`src/rtl/vga_timing_gen.sv`:
```
// Video timing generator: pixel-clock-enable divider, run/stop FSM and registered
// position, sync, data-enable and frame-marker outputs, all in one clock domain.
//
// state    | meaning
// S_IDLE   | not scanning, position parked at (0,0), waiting for tick && run
// S_RUN    | scanning, frames repeat indefinitely
// S_STOP   | scanning, will park at the end of the current frame unless run returns
module vga_timing_gen #(
  parameter int H_ACTIVE = 640,
  parameter int H_FP     = 16,
  parameter int H_SYNC   = 96,
  parameter int H_BP     = 48,
  parameter int V_ACTIVE = 480,
  parameter int V_FP     = 10,
  parameter int V_SYNC   = 2,
  parameter int V_BP     = 33,
  parameter bit H_POL    = 1'b0,
  parameter bit V_POL    = 1'b0,
  parameter int CLK_DIV  = 4,
  parameter int POS_W    = 14,
  parameter int FRAME_W  = 8
) (
  input  logic               clk,
  input  logic               rst_n,
  input  logic               run,
  output logic [POS_W-1:0]   hpos,
  output logic [POS_W-1:0]   vpos,
  output logic               hsync,
  output logic               vsync,
  output logic               de,
  output logic               px_ce,
  output logic               line_start,
  output logic               frame_start,
  output logic [FRAME_W-1:0] frame_cnt,
  output logic               busy
);

  localparam int H_TOTAL = H_ACTIVE + H_FP + H_SYNC + H_BP;
  localparam int V_TOTAL = V_ACTIVE + V_FP + V_SYNC + V_BP;
  localparam int DIV_W   = (CLK_DIV > 1) ? $clog2(CLK_DIV) : 1;

  localparam logic [DIV_W-1:0] DIV_LAST = DIV_W'(CLK_DIV - 1);
  localparam logic [POS_W-1:0] H_LAST   = POS_W'(H_TOTAL - 1);
  localparam logic [POS_W-1:0] V_LAST   = POS_W'(V_TOTAL - 1);

  // Bounds are one bit wider so an interval ending exactly at 2^POS_W does not wrap.
  localparam logic [POS_W:0] H_DE_END = (POS_W+1)'(H_ACTIVE);
  localparam logic [POS_W:0] V_DE_END = (POS_W+1)'(V_ACTIVE);
  localparam logic [POS_W:0] HS_LO    = (POS_W+1)'(H_ACTIVE + H_FP);
  localparam logic [POS_W:0] HS_HI    = (POS_W+1)'(H_ACTIVE + H_FP + H_SYNC);
  localparam logic [POS_W:0] VS_LO    = (POS_W+1)'(V_ACTIVE + V_FP);
  localparam logic [POS_W:0] VS_HI    = (POS_W+1)'(V_ACTIVE + V_FP + V_SYNC);

  if (CLK_DIV < 1) begin : g_bad_div
    $error("vga_timing_gen: CLK_DIV must be at least 1");
  end
  if (POS_W < 1 || POS_W > 30) begin : g_bad_pos_w
    $error("vga_timing_gen: POS_W out of supported range 1..30");
  end
  if (longint'(H_TOTAL - 1) >= (longint'(1) << POS_W)) begin : g_bad_h
    $error("vga_timing_gen: POS_W too narrow for H_TOTAL-1");
  end
  if (longint'(V_TOTAL - 1) >= (longint'(1) << POS_W)) begin : g_bad_v
    $error("vga_timing_gen: POS_W too narrow for V_TOTAL-1");
  end

  typedef enum logic [1:0] {
    S_IDLE = 2'd0,
    S_RUN  = 2'd1,
    S_STOP = 2'd2
  } state_t;

  state_t           state_q;
  state_t           state_d;
  logic [DIV_W-1:0] div_q;
  logic             tick;

  logic [POS_W-1:0] h_d;
  logic [POS_W-1:0] v_d;
  logic             ce_d;
  logic             ls_d;
  logic             fs_d;
  logic             cnt_inc;
  logic             busy_d;
  logic             hs_act;
  logic             vs_act;
  logic             de_d;

  assign tick = (div_q == DIV_LAST);

  always_comb begin
    state_d = state_q;
    h_d     = hpos;
    v_d     = vpos;
    ce_d    = 1'b0;
    ls_d    = 1'b0;
    fs_d    = 1'b0;
    cnt_inc = 1'b0;
    case (state_q)
      S_IDLE: begin
        if (tick && run) begin
          state_d = S_RUN;
          h_d     = '0;
          v_d     = '0;
          ce_d    = 1'b1;
          ls_d    = 1'b1;
          fs_d    = 1'b1;
        end
      end
      S_RUN, S_STOP: begin
        state_d = run ? S_RUN : S_STOP;
        if (tick) begin
          ce_d = 1'b1;
          if (hpos == H_LAST) begin
            h_d  = '0;
            ls_d = 1'b1;
            if (vpos == V_LAST) begin
              v_d = '0;
              // A stop request still pending at the last pixel parks the scan.
              if (state_q == S_STOP && !run) begin
                state_d = S_IDLE;
                ce_d    = 1'b0;
                ls_d    = 1'b0;
              end else begin
                fs_d    = 1'b1;
                cnt_inc = 1'b1;
              end
            end else begin
              v_d = vpos + 1'b1;
            end
          end else begin
            h_d = hpos + 1'b1;
          end
        end
      end
      default: state_d = S_IDLE;
    endcase

    busy_d = (state_d != S_IDLE);
    hs_act = ({1'b0, h_d} >= HS_LO) && ({1'b0, h_d} < HS_HI);
    vs_act = ({1'b0, v_d} >= VS_LO) && ({1'b0, v_d} < VS_HI);
    de_d   = busy_d && ({1'b0, h_d} < H_DE_END) && ({1'b0, v_d} < V_DE_END);
  end

  always_ff @(posedge clk) begin
    if (!rst_n) begin
      state_q     <= S_IDLE;
      div_q       <= '0;
      hpos        <= '0;
      vpos        <= '0;
      hsync       <= ~H_POL;
      vsync       <= ~V_POL;
      de          <= 1'b0;
      px_ce       <= 1'b0;
      line_start  <= 1'b0;
      frame_start <= 1'b0;
      frame_cnt   <= '0;
      busy        <= 1'b0;
    end else begin
      state_q     <= state_d;
      div_q       <= tick ? '0 : div_q + 1'b1;
      hpos        <= h_d;
      vpos        <= v_d;
      hsync       <= (busy_d && hs_act) ? H_POL : ~H_POL;
      vsync       <= (busy_d && vs_act) ? V_POL : ~V_POL;
      de          <= de_d;
      px_ce       <= ce_d;
      line_start  <= ls_d;
      frame_start <= fs_d;
      frame_cnt   <= frame_cnt + FRAME_W'(cnt_inc);
      busy        <= busy_d;
    end
  end

endmodule
```
`config.mk`:
```
export PLATFORM = sky130hd
export DESIGN_NAME = vga_timing_gen
export DESIGN_NICKNAME = d
export VERILOG_FILES = /design/src/rtl/vga_timing_gen.sv
export SDC_FILE = /design/constraint.sdc
export NUM_CORES = 1
export LEC_CHECK = 0
export BUFFER_PORTS_ARGS = -buffer_cell sky130_fd_sc_hd__buf_2
export CAP_MARGIN = 15
export CORE_MARGIN = 3
export CORE_UTILIZATION = 29
export DETAILED_ROUTE_END_ITERATION = 6
export GPL_ROUTABILITY_DRIVEN = 1
export PLACE_DENSITY = 0.48
export SYNTH_ARGS = -nofsm -noshare
export SYNTH_HDL_FRONTEND = slang
export SYNTH_SLANG_ARGS = --single-unit
```
`constraint.sdc`:
```
create_clock -name clk -period 3.3 [get_ports clk]
set_input_delay 0 -clock clk [delete_from_list [all_inputs] [get_ports clk]]
set_output_delay 0 -clock clk [all_outputs]
set_load 0.005 [all_outputs]
```
; ---- Yosys cells after proc, flatten, opt, wreduce, memory -nomap -nowiden
; Index checks and enable logic that the tools add are counted.
[totals]
regBits = 47
word_cells = 73
out_inout_bits = 43
input_bits = 3
[classes]
addsub = 4
n_reduce_logical = 13
magnitude_cmp = 6
n_mux = 32
n_eq_ne = 5
n_bitwise = 1
[op_table]
columns = cell, count
row1 = $mux W14, 7
row2 = $pmux W14 S2, 2
row3 = $add A14 B1 Y14 const B, 2
row4 = $eq A14 B10 Y1 const B, 2
row5 = $lt A14 B10 Y1 const B, 2
row6 = $lt A14 B9 Y1 const B, 2
row7 = $ge A14 B10 Y1 const B, 1
row8 = $ge A14 B9 Y1 const B, 1
row9 = $mux W1, 13
row10 = $mux W2, 6
row11 = $add A8 B1 Y8, 1
row12 = $logic_and A1 B1 Y1, 8
row13 = $pmux W1 S2, 3
row14 = $eq A2 B2 Y1 const B, 2
row15 = $pmux W2 S2, 1
row16 = $reduce_or A2 Y1, 2
row17 = $add A2 B1 Y2 const B, 1
row18 = $eq A2 B1 Y1 const B, 1
row19 = $logic_not A2 Y1, 1
row20 = $reduce_bool A2 Y1, 1
row21 = $logic_not A1 Y1, 1
row22 = $not A1 Y1, 1

; ---- Longest topological paths before layout
; Gate-level depths: netlist of the first run.
[depth]
depth_word = 10
depth_mapped = 12
mapped_depth_nobuf = 11

; ---- Worst setup path before layout of the first run
; Ideal clock, no wire load.
[synth_timing]
kind = register -> register
startpoint = register hpos[8]
endpoint = register frame_cnt[5]
stages_incl_launch_ff = 12
slack_ps = 277
t_required_ps = 3185
setup_ps = 115
period_less_slack_ps = 3023
arrival_ps = 2908
n_path_buf = 2
path_cell_list = dfxtp_1 -> or4b_4 -> or4_1 -> buf_2 -> clkbuf_1 -> or3_1 -> inv_1 -> ha_1 -> and3_1 -> nand3_1 -> xnor2_1 -> and2_1
[synth_between]
elab_chain_len = 5
[synth_lines]
columns = item, line_no
row1 = "start, declared", 26  ; output logic [POS_W-1:0] hpos,
row2 = "start signal, assigned", 149  ; hpos <= '0;
row3 = "start signal, assigned", 162  ; hpos <= h_d;
row4 = $eq A14 B10 Y1, 114  ; if (hpos == H_LAST) begin
row5 = $mux W1, 114
row6 = $mux W1, 112  ; if (tick) begin
row7 = $mux W1, 99  ; case (state_q)
row8 = $add A8 B1 Y8, 170  ; frame_cnt <= frame_cnt + FRAME_W'(cnt_inc);
row9 = "end signal, assigned", 170
row10 = "end, declared", 34  ; output logic [FRAME_W-1:0] frame_cnt,
; Every way passes these cells.
; A chain may end at the register's enable or synchronous reset.

; ---- Final worst setup path of the first run
[layout_timing]
startpoint = register hpos[8]
endpoint = register de
[layout_between]
elab_chain_len = 7
elab_cells_between_ends = 17
classes_between = add/sub: 1 / order compare: 2 / eq/ne: 1 / mux: 10 / reduce/logical: 3
[layout_lines]
columns = item, line_no
row1 = $add A14 B1 Y14 or $eq A14 B10 Y1 (tied branches), "132, 114"
row2 = $mux W14 or $mux W2 (tied branches), 114
row3 = $mux W14 or $mux W2 (tied branches), 112
row4 = $pmux W14 S2 or $pmux W2 S2 (tied branches), 99
row5 = $lt A14 B10 Y1 or $reduce_bool A2 Y1 (tied branches), "142, 139"
row6 = $logic_and A1 B1 Y1, 142  ; de_d = busy_d && ({1'b0, h_d} < H_DE_END) && ({1'b0, v_d} < V_DE_END);
row7 = $logic_and A1 B1 Y1 *, 142
row8 = "end signal, assigned", 153  ; de <= 1'b0;
row9 = "end signal, assigned", 166  ; de <= de_d;
row10 = "end, declared", 30  ; output logic de,
; Every way passes the cells marked *; elsewhere a longest branch is shown, timed or not.

==> out/results.txt, run 1 <==
The run finished with clean final reports. Summed over all failing endpoints, the final setup total negative slack is 0 ps. For hold timing, the worst endpoint is state_q[1].

Count of port buffers added during placement: 45. For the count of mapped cells out of synthesis, the log shows 332. The worst register-to-register path ends at de. The via count of the first global-routing pass is 2496, and the number of antenna-violating nets in the routed design is 0. Entering global routing, the biggest net connects 40 pins. The logs give 398 for the count of nets after finishing and 5 for the total CTS buffers. The first routing iteration left 158 violations. The sum of routed wire segments on met1 was 3.94 mm. Maximum clock insertion buffer count: 2. The number of cells traversed by the worst hold path is 3.

The tool flagged a number of max-cap violations equal to 0. Hold repair after CTS inserted 0 buffers. The mapped netlist covers 2680 um^2. Yosys mapped a number of flops with a built-in enable equal to 0. Detailed routing placed a total of 457 um of wire on met3.

After clock tree synthesis, the clock-pin slew on the worst setup and hold paths is 100 ps. The die covers 10400 um^2. For the total via count in the routed design, the log shows 2711. For the worst-skew pair, the clock arrives at the later sink with an insertion delay of 310 ps.

The area overhead of the layout relative to synthesis works out to 19.2%. The vias per cell is 5.48. STA classifies the critical path endpoint as a flop. The launch instance of the worst register-to-register path is hpos[8].

Row generation in the floorplan step produced 34 rows. The tools report the placement-stage cell area as 3100 um^2. In this run, synthesis produced a sequential element count of 47. The die is 102 um wide. Wire segments on met2 add up to 3.87 mm in the final route. In this run the worst hold path is classified as in2reg.

The floorplan die height is 102 um, and the first-pass iteration count of the detailed router is 4. I/O pin total: 46. In the post-synthesis netlist, the biggest area contributors are sky130_fd_sc_hd__dfxtp_1 35%, sky130_fd_sc_hd__and2_1 5.4%, sky130_fd_sc_hd__a21oi_1 4.5%, sky130_fd_sc_hd__nand3_1 4.5%, sky130_fd_sc_hd__nand2_1 4.3%.

The initial antenna violation count is 0. The final non-filler cell area came out at 3200 um^2. The share of synthesized registers carrying an async set or reset was 0. Aggregate global-route resource usage: 0.161. Type of origin of the critical path: a flop.

The run gives 53 as the number of distinct library cells after synthesis. In this run the power density over the cells is 432 nW/um^2. For this block, the routed nets add up to 8.36 mm of wire. Clock tree synthesis selected as its root buffer the cell sky130_fd_sc_hd__clkbuf_8. Setup repair after global routing left no endpoint under its margin. In this run the most critical hold path is launched from run. The routed length per placed instance is 16.9 um. STA puts the critical path data arrival time at 3280 ps. Among all flip-flop cells after synthesis, the most frequent one is sky130_fd_sc_hd__dfxtp_1. The uppermost signal routing layer after detailed routing is met4. The analysis attributes to cell leakage a power of 1.27 nW. The top cell types in the final layout, fill and taps aside, are 47 x sky130_fd_sc_hd__dfxtp_1, 45 x sky130_fd_sc_hd__buf_2, 31 x sky130_fd_sc_hd__nand2_1. TritonCTS built the clock tree.

Measured in cells, the most critical reg-to-reg path has a length of 7. Of all nets on the critical path, the largest fanout is 9. The cell type contributing the most total cell area after synthesis was sky130_fd_sc_hd__dfxtp_1. Leaving out fill and tap cells, the most frequent cell in the layout is sky130_fd_sc_hd__dfxtp_1. The tools report the core utilization of the finished layout as 0.361. Routability-driven placement finished with a final weighted congestion of 0.854. The post-route worst hold slack came out at 83.1 ps.

Setup violations remaining at the end of the flow were counted as 0. The number of H-tree branching levels is 2, and the required time of the critical path is 3510 ps. The part of the Yosys area used for sequential elements was 0.351; the remaining global-route overflow was 0. The share of layout cells above drive strength 1 was 0.194.

In this run the register-to-register setup slack is 230 ps. The total nets after synthesis is 344, and the worst-margin pin slew is 662 ps. The logs give 0 for the final number of hold-violating endpoints and 0 for the Yosys warning count. The tree built by TritonCTS fans out to 47 sinks. Derived from the worst setup path, the maximum achievable clock frequency is 0.326 GHz.

The area share of the largest cell type after synthesis was 0.351. The number of setup buffers added after CTS is 0. The logs give 0 for the final antenna diode count and 0.303 for the initial cell density of the core.

Final-report max-slew violation count: 0. The worst slew margin relative to its limit came out at 0.559. After clock tree synthesis, the repair step resized 0 gates. Each instance of the synthesized netlist takes up on average 8.07 um^2. The first-pass GRT wire length is 13.3 mm, and the worst-case clock skew is 10.3 ps.

The final worst-path cycle share is 0.931, and the area of the core region is 8850 um^2. The post-layout minimum cycle time was 3070 ps; the worst-case vdd ir drop was 0.000189 V. The tools report the DRC violation count after routing as 0.

The classification of the worst setup path is reg2reg. Detailed placement finished with a half-perimeter wire length of 6.05 mm.
-- logic make-up (layout without fill, tap and decap cells) --
| kind of cell | count (synthesis) | after routing | synth area share |
|---|---|---|---|
| AOI/OAI and AO/OA | 79 | 79 | 0.188 |
| buffers and inverters | 20 | 75 | 0.0285 |
| adders and majority gates | 9 | 9 | 0.0420 |
| and+or+nand+nor | 168 | 168 | 0.361 |
| DFF | 47 | 47 | 0.351 |
| xor gates and xnor gates | 9 | 9 | 0.0294 |
-- synthesized netlist by cell type (9+ instances only) --
cell type                  number
sky130_fd_sc_hd__clkbuf_1      11
sky130_fd_sc_hd__ha_1           9
sky130_fd_sc_hd__nand4_1       11
sky130_fd_sc_hd__nand2_1       31
sky130_fd_sc_hd__nor3_1        11
sky130_fd_sc_hd__dfxtp_1       47
sky130_fd_sc_hd__nor2_1        12
sky130_fd_sc_hd__nor4_1         9
sky130_fd_sc_hd__a21oi_1       24
sky130_fd_sc_hd__nand3_1       24
sky130_fd_sc_hd__o21ai_1       10
sky130_fd_sc_hd__and2_1        23
sky130_fd_sc_hd__nor2b_1       11
-- registers in the layout, summed over array words and instances, names as in the netlist, 2 cells and up --
signal and cells:
div_q 2, frame_cnt 8, hpos 14, state_q 2
vpos 14
-- metrics by stage --
step	setup WS, ps	cells	power [mW]
floorplan	277	332	0.855
global placement	330	487	1.02
detailed placement	285	487	1.01
CTS	248	495	1.39
global route	73.7	495	1.45
finish	229	495	1.38
-- critical path, cell delays in order, from the launching register on --
cell,delay [ps]
sky130_fd_sc_hd__dfxtp_1,480
sky130_fd_sc_hd__or4b_4,550
sky130_fd_sc_hd__or4_1,600
sky130_fd_sc_hd__buf_4,220
sky130_fd_sc_hd__o41a_1,430
sky130_fd_sc_hd__nor4_1,350
sky130_fd_sc_hd__buf_4,180
sky130_fd_sc_hd__and4bb_1,170
-- layer usage --
layer | track usage | up-vias
met5 | 0 | -
met4 | 0.0414 | 0
met3 | 0.0259 | 8
met2 | 0.261 | 89
met1 | 0.223 | 1277
li1 | - | 1337
-- how the worst max path moves through the flow --
stage	startpoint	to	slack (ps)	depth (start not counted)
6_report	hpos[8]	de	230	7
5_1_grt	hpos[8]	de	70	7
2_1_floorplan	hpos[8]	frame_cnt[5]	280	11
3_5_place_dp	hpos[8]	de	290	7
4_1_cts	hpos[8]	de	250	7
3_3_place_gp	hpos[8]	frame_cnt[7]	330	9
-- where the power goes --
group          switching [mW]  internal [mW]  total (mW)
clock network           0.218          0.152       0.370
registers              0.0116          0.586       0.598
logic                   0.281          0.131       0.411
-- cell type report --
| type | instances | area, um^2 |
|---|---|---|
| clock buffer | 5 | 68.8 |
| fill | 944 | 5650 |
| multi-input combinational | 265 | 1660 |
| timing repair buffer | 60 | 338 |
| clock inverter | 3 | 23.8 |
| tap | 108 | 135 |
| inverter | 7 | 26.3 |
| sequential | 47 | 941 |
(Power assumes the default switching activity.)
==> run 2, diff against run 1 <==
- CORE_ASPECT_RATIO: default -> 1.75
==> out/results.txt, run 2 (synthesized netlist as in run 1, its figures left out) <==
Routed length per placed instance: 17.5 um (+3.8%). For the final antenna diode count, the log shows 0 (unchanged). Weighted congestion at the end of routability-driven global placement: 0.934 (+9.4%).

For the first-pass iteration count of the detailed router, the log shows 4 (unchanged). The clock-pin slew reported for the worst setup and hold paths after clock tree synthesis is 70 ps (-30 ps), and the worst-margin pin slew is 665 ps (+2.99 ps). The count of routing violations after the opening detailed-route iteration came out at 157 (-0.63%). The worst-case vdd ir drop is 0.000288 V (+52%), and the final worst-path cycle share is 0.949 (+0.0185). Maximum cell stage delay along the critical path: 710 ps (+110 ps). The worst setup path is captured at a flop.

The largest delay contributor family on the critical path was simple AND/OR/NAND/NOR gates. For the reg2reg setup slack, the log shows 170 ps (-60 ps). The count of hold-fix buffers inserted at cts came out at 0 (unchanged).

Combined area of the multi-input logic cells: 1660 um^2 (unchanged). The worst-case clock skew came out at 8.48 ps (-1.87 ps). Aggregate global-route resource usage: 0.176 (+0.0146). The total negative slack for setup checks was 0 ps (unchanged); the floorplan die height was 133 um (+30%).

The critical path is of the reg2reg type. The die extent in x works out to 78.7 um (-23%). The run gives 300 ps (about the same) as the insertion delay of the later-clocked pin in the worst-skew pair. In the final layout, the registers with the most flip-flops are hpos (14), vpos (14), frame_cnt (8).

The share of layout cells above drive strength 1 came out at 0.208 (+0.0143). The required time of the critical path was 3490 ps (-20 ps). TritonCTS built the clock tree. The logs give 0 (unchanged) for the remaining global-route overflow and 2 (unchanged) for the number of H-tree branching levels. The most common cell after layout, fill and taps aside is sky130_fd_sc_hd__dfxtp_1. Total of max-cap violations: 0 (unchanged).

The area growth from synthesis to layout is 24.6%. Post-route worst hold slack: 107 ps (+23.7 ps). The tools report the largest net degree at the start of global routing as 40 (unchanged). The DRC violation count after routing is 0 (unchanged), and the maximum fanout along the worst path is 13 (+4). The run gives 0.303 (about the same) as the initial cell density of the core. The detailed placer's ending HPWL was 6.72 mm (+11%); the endpoint arrival time on the critical path was 3320 ps (+40 ps). The worst setup timing slack at the placement stage is 229 ps (-55.9 ps). The final non-filler cell area was 3340 um^2 (+4.5%).

For the number of sinks handled by clock tree synthesis, the log shows 47 (unchanged). STA classifies the critical path startpoint as a flop. The logs give 2813 (+3.8%) for the total via count in the routed design and 168 ps (-60.9 ps) for the worst setup margin. The leakage power total was 1.34 nW (+6.0%); the total wire length was 8.96 mm (+7.1%). Setup repair after global routing left no endpoint under its margin. The sequential standard cell area was 941 um^2 (unchanged). For the final-report max-slew violation count, the log shows 0 (unchanged). Worst hold path class: in2reg.

The area of the core region is 8840 um^2 (about the same), and the count of port buffers added during placement is 45 (unchanged). The logs give 405 (+1.8%) for the count of nets after finishing and 0.555 (-0.00363) for the worst slew margin relative to its limit. Among all stages on the critical path, the largest delay is contributed by sky130_fd_sc_hd__or4_1.

The final-report setup violation count was 0 (unchanged); the post-layout minimum cycle time was 3130 ps (+60.9 ps). The placement-stage cell area came out at 3170 um^2 (+2.1%). The count of buffering cells on the critical path with inverters included works out to 1 (-1).

The run finished with clean final reports. I/O pin total: 46 (unchanged). The maximum clock insertion buffer count came out at 2 (unchanged). Leaving out fill and tap cells, the most frequent cells in the layout are 47 x sky130_fd_sc_hd__dfxtp_1, 45 x sky130_fd_sc_hd__buf_2, 31 x sky130_fd_sc_hd__nand2_1. The tools report the number of antenna-violating nets in the routed design as 0 (unchanged). The tools report the total CTS buffers as 5 (unchanged). The final number of hold-violating endpoints was 0 (unchanged).

The overall power is 1.63 mW (+18%), and the floorplan row count is 45 (+32%). The critical path goes through or4b_4, or4_1, buf_4, a41oi_1, a21oi_1, nor4bb_1, and4b_1, nand3_1. Number of buffers inserted to repair setup after CTS: 0 (unchanged).

The run gives 0.319 GHz (-1.9%) as the fmax. The power density over the cells works out to 487 nW/um^2 (+13%). The first-pass GRT wire length was 14.4 mm (+8.7%); the vias per cell was 5.50 (+0.51%). The number of fill cells in the layout is 946 (+0.21%), and the via count of the first global-routing pass is 2768 (+11%). The initial antenna violation count came out at 0 (unchanged). The logs give 10500 um^2 (+0.43%) for the die outline area and 0 (unchanged) for the post-cts gate resize count. The root buffer cell chosen for the clock tree is sky130_fd_sc_hd__clkbuf_16.
run 2: final cells by class:
class | instances | area share
tap | 117 | 0.0439
clock inverter | 3 | 0.0139
sequential | 47 | 0.282
inverter | 7 | 0.00787
clock buffer | 5 | 0.0375
multi-input combinational | 265 | 0.498
timing repair buffer | 67 | 0.117
run 2: worst reg2reg max path, stage by stage, from the launching register on:
cell	delay, ps
sky130_fd_sc_hd__dfxtp_1	370
sky130_fd_sc_hd__or4b_4	600
sky130_fd_sc_hd__or4_1	710
sky130_fd_sc_hd__buf_4	250
sky130_fd_sc_hd__a41oi_1	140
sky130_fd_sc_hd__a21oi_1	70
sky130_fd_sc_hd__nor4bb_1	530
sky130_fd_sc_hd__and4b_1	270
sky130_fd_sc_hd__nand3_1	80
run 2: path summary, 6_finish.rpt:
| kind | from | to | cells past startpoint |
|---|---|---|---|
| setup / recovery | hpos[5] | hsync | 8 |
| setup reg to reg | hpos[5] | hsync | 8 |
| hold reg to reg | div_q[0] | div_q[0] | 1 |
| hold / removal | run | state_q[1] | 3 |
run 2: per-layer routing:
layer  GRT usage  share of wire
met2       0.320           0.53
met4      0.0924          0.036
met1       0.189           0.39
met3      0.0291          0.042
met5           0              0
run 2: through the flow:
stage	util	std cells
final	0.378	511
after global routing	0.378	511
after CTS	0.378	511
after detailed placement	0.358	503
after global placement	0.358	503
after floorplan	-	332
run 2: report_power, final:
group          internal [mW]  switching [mW]  leakage, nW
Combinational          0.138           0.284        0.885
Sequential             0.586          0.0113        0.379
Clock                  0.361           0.246       0.0804
==> run 3, diff against run 2 <==
- CTS_BUF_LIST: default -> sky130_fd_sc_hd__clkbuf_2 sky130_fd_sc_hd__clkbuf_4 sky130_fd_sc_hd__clkbuf_8
==> out/results.txt, run 3 (synthesized netlist as in run 1, its figures left out) <==
The vias per cell came out at 5.43 (-1.4%). Final worst-path cycle share: 0.945 (-0.00362). Worst slew margin relative to its limit: 0.561 (+0.00548).

For the floorplan row count, the log shows 45 (unchanged). The weighted congestion at the end of routability-driven global placement was 0.934 (unchanged). The worst hold path terminates at state_q[1].

The count of routing violations after the opening detailed-route iteration is 182 (+16%). The logs give 0 (unchanged) for the count of hold-fix buffers inserted at cts and 2816 (+1.7%) for the via count of the first global-routing pass. Clock-pin slew reported for the worst setup and hold paths after clock tree synthesis: 100 ps (+30 ps).

The tools report the remaining global-route overflow as 0 (unchanged). The run gives 2775 (-1.4%) as the total via count in the routed design. The maximum fanout along the worst path was 13 (unchanged). Aggregate global-route resource usage: 0.175 (-0.000693). The logs give 0 ps (unchanged) for the total negative slack for setup checks and 0 (unchanged) for the initial antenna violation count. The tools report the post-cts gate resize count as 0 (unchanged). The tools report the post-route worst hold slack as 78.4 ps (-28.5 ps).

Final-report max-slew violation count: 0 (unchanged). Maximum clock insertion buffer count: 2 (unchanged). The I/O pin total came out at 46 (unchanged).

The endpoint arrival time on the critical path is 3340 ps (+20 ps). For the initial cell density of the core, the log shows 0.303 (unchanged). Number of cells traversed by the worst hold path: 3 (unchanged). The count of nets after finishing was 405 (unchanged); the number of H-tree branching levels was 2 (unchanged). The number of antenna-violating nets in the routed design came out at 0 (unchanged). Required time of the critical path: 3520 ps (+30 ps). In the layout the commonest cells are 47 x sky130_fd_sc_hd__dfxtp_1, 45 x sky130_fd_sc_hd__buf_2, 31 x sky130_fd_sc_hd__nand2_1. The worst-case clock skew is 13.5 ps (+5.01 ps), and the first-pass GRT wire length is 14.5 mm (+0.28%). The number of fill cells in the layout came out at 953 (+0.74%). Clock tree synthesis selected as its root buffer the cell sky130_fd_sc_hd__clkbuf_8. Insertion delay of the later-clocked pin in the worst-skew pair: 320 ps (+20 ps).

Final number of hold-violating endpoints: 0 (unchanged). The share of layout cells above drive strength 1 came out at 0.208 (unchanged). The area growth from synthesis to layout is 22.5%.

Leaving out fill and tap cells, the most frequent cell in the layout is sky130_fd_sc_hd__dfxtp_1. By startpoint and endpoint, the worst setup path is classified as reg2reg. The area of the core region came out at 8840 um^2 (unchanged). The number of sinks handled by clock tree synthesis was 47 (unchanged); the total wire length was 9.01 mm (+0.65%). The total of max-cap violations came out at 0 (unchanged).

TritonCTS built the clock tree. The worst-margin pin slew was 657 ps (-8.19 ps). The post-layout minimum cycle time was 3120 ps (-12.0 ps); the die outline area was 10500 um^2 (unchanged). The run finished with clean final reports. The tools report the launch instance of the worst register-to-register path as hpos[5]. The worst hold path class is in2reg. The overall power was 1.48 mW (-9.3%). Setup repair after global routing left no endpoint under its margin. The count of port buffers added during placement works out to 45 (unchanged).

The source of the worst hold timing path is run. The largest net degree at the start of global routing is 40 (unchanged), and the number of buffers inserted to repair setup after CTS is 0 (unchanged). Leakage power total: 1.32 nW (-1.9%). Core utilization of the finished layout: 0.371 (-0.00637). The first-pass iteration count of the detailed router came out at 4 (unchanged).

The largest registers in the layout are hpos (14), vpos (14), frame_cnt (8). The run gives 0.321 GHz (+0.38%) as the fmax. The tools report the type of origin of the critical path as a flop. The die extent in x works out to 78.7 um (unchanged).

The final antenna diode count was 0 (unchanged); the final-report setup violation count was 0 (unchanged). The routed length per placed instance works out to 17.6 um (+0.65%). Total CTS buffers: 5 (unchanged).

Capture instance of the worst register-to-register path: hsync. The worst setup path is captured at a flop. The detailed placer's ending HPWL was 6.72 mm (unchanged). The power density over the cells came out at 450 nW/um^2 (-7.7%).

The depth of the worst register-to-register path is 8 (unchanged), and the reg2reg setup slack is 180 ps (about the same). The run gives 0 (unchanged) as the DRC violation count after routing. Floorplan die height: 133 um (unchanged). The run gives 0.000330 V (+15%) as the worst-case vdd ir drop.
run 3: cell counts in the layout (fill, tap and decap cells not counted):
Identical to the previous run, type by type.
run 3: power breakdown:
part	leakage (nW)	total, mW	internal [mW]	switching [mW]
sequential	0.379	0.597	0.586	0.0112
clock	0.0548	0.458	0.229	0.229
combinational	0.885	0.421	0.138	0.283
run 3: how the worst max path moves through the flow:
stage | from | to | slack (ps) | cells past startpoint
finish | hpos[5] | hsync | 180 | 8
global placement | hpos[5] | frame_cnt[7] | 260 | 9
detailed placement | hpos[5] | frame_cnt[6] | 230 | 9
floorplan | hpos[8] | frame_cnt[5] | 280 | 11
CTS | hpos[5] | frame_cnt[6] | 230 | 9
global route | hpos[5] | frame_cnt[7] | 60 | 9
run 3: stage by stage:
| stage | instance area [um^2] | worst slack, ps | cells |
|---|---|---|---|
| finish | 3280 | 180 | 511 |
| global route | 3280 | 64.9 | 511 |
| CTS | 3280 | 232 | 511 |
| detailed placement | 3170 | 229 | 503 |
| global placement | 3170 | 264 | 503 |
| floorplan | 2680 | 277 | 332 |
run 3: worst max-delay path, stage by stage, from the launching register on:
cell and delay, ps:
sky130_fd_sc_hd__dfxtp_1 380, sky130_fd_sc_hd__or4b_4 600, sky130_fd_sc_hd__or4_1 710, sky130_fd_sc_hd__buf_4 250
sky130_fd_sc_hd__a41oi_1 160, sky130_fd_sc_hd__a21oi_1 80, sky130_fd_sc_hd__nor4bb_1 510, sky130_fd_sc_hd__and4b_1 270
sky130_fd_sc_hd__nand3_1 70
run 3: per-layer routing:
layer  global-route usage  part of all wire
met1                0.188              0.39
met2                0.322              0.53
met3               0.0271             0.050
met4               0.0885             0.031
met5                    0                 0
run 3: area by class of cell:
| class | count | area, um^2 | share of cell area |
|---|---|---|---|
| inverter | 7 | 26.3 | 0.00801 |
| clock buffer | 5 | 68.8 | 0.0210 |
| tap | 117 | 146 | 0.0446 |
| timing repair buffer | 67 | 390 | 0.119 |
| sequential | 47 | 941 | 0.287 |
| clock inverter | 3 | 46.3 | 0.0141 |
| multi-input combinational | 265 | 1660 | 0.507 |
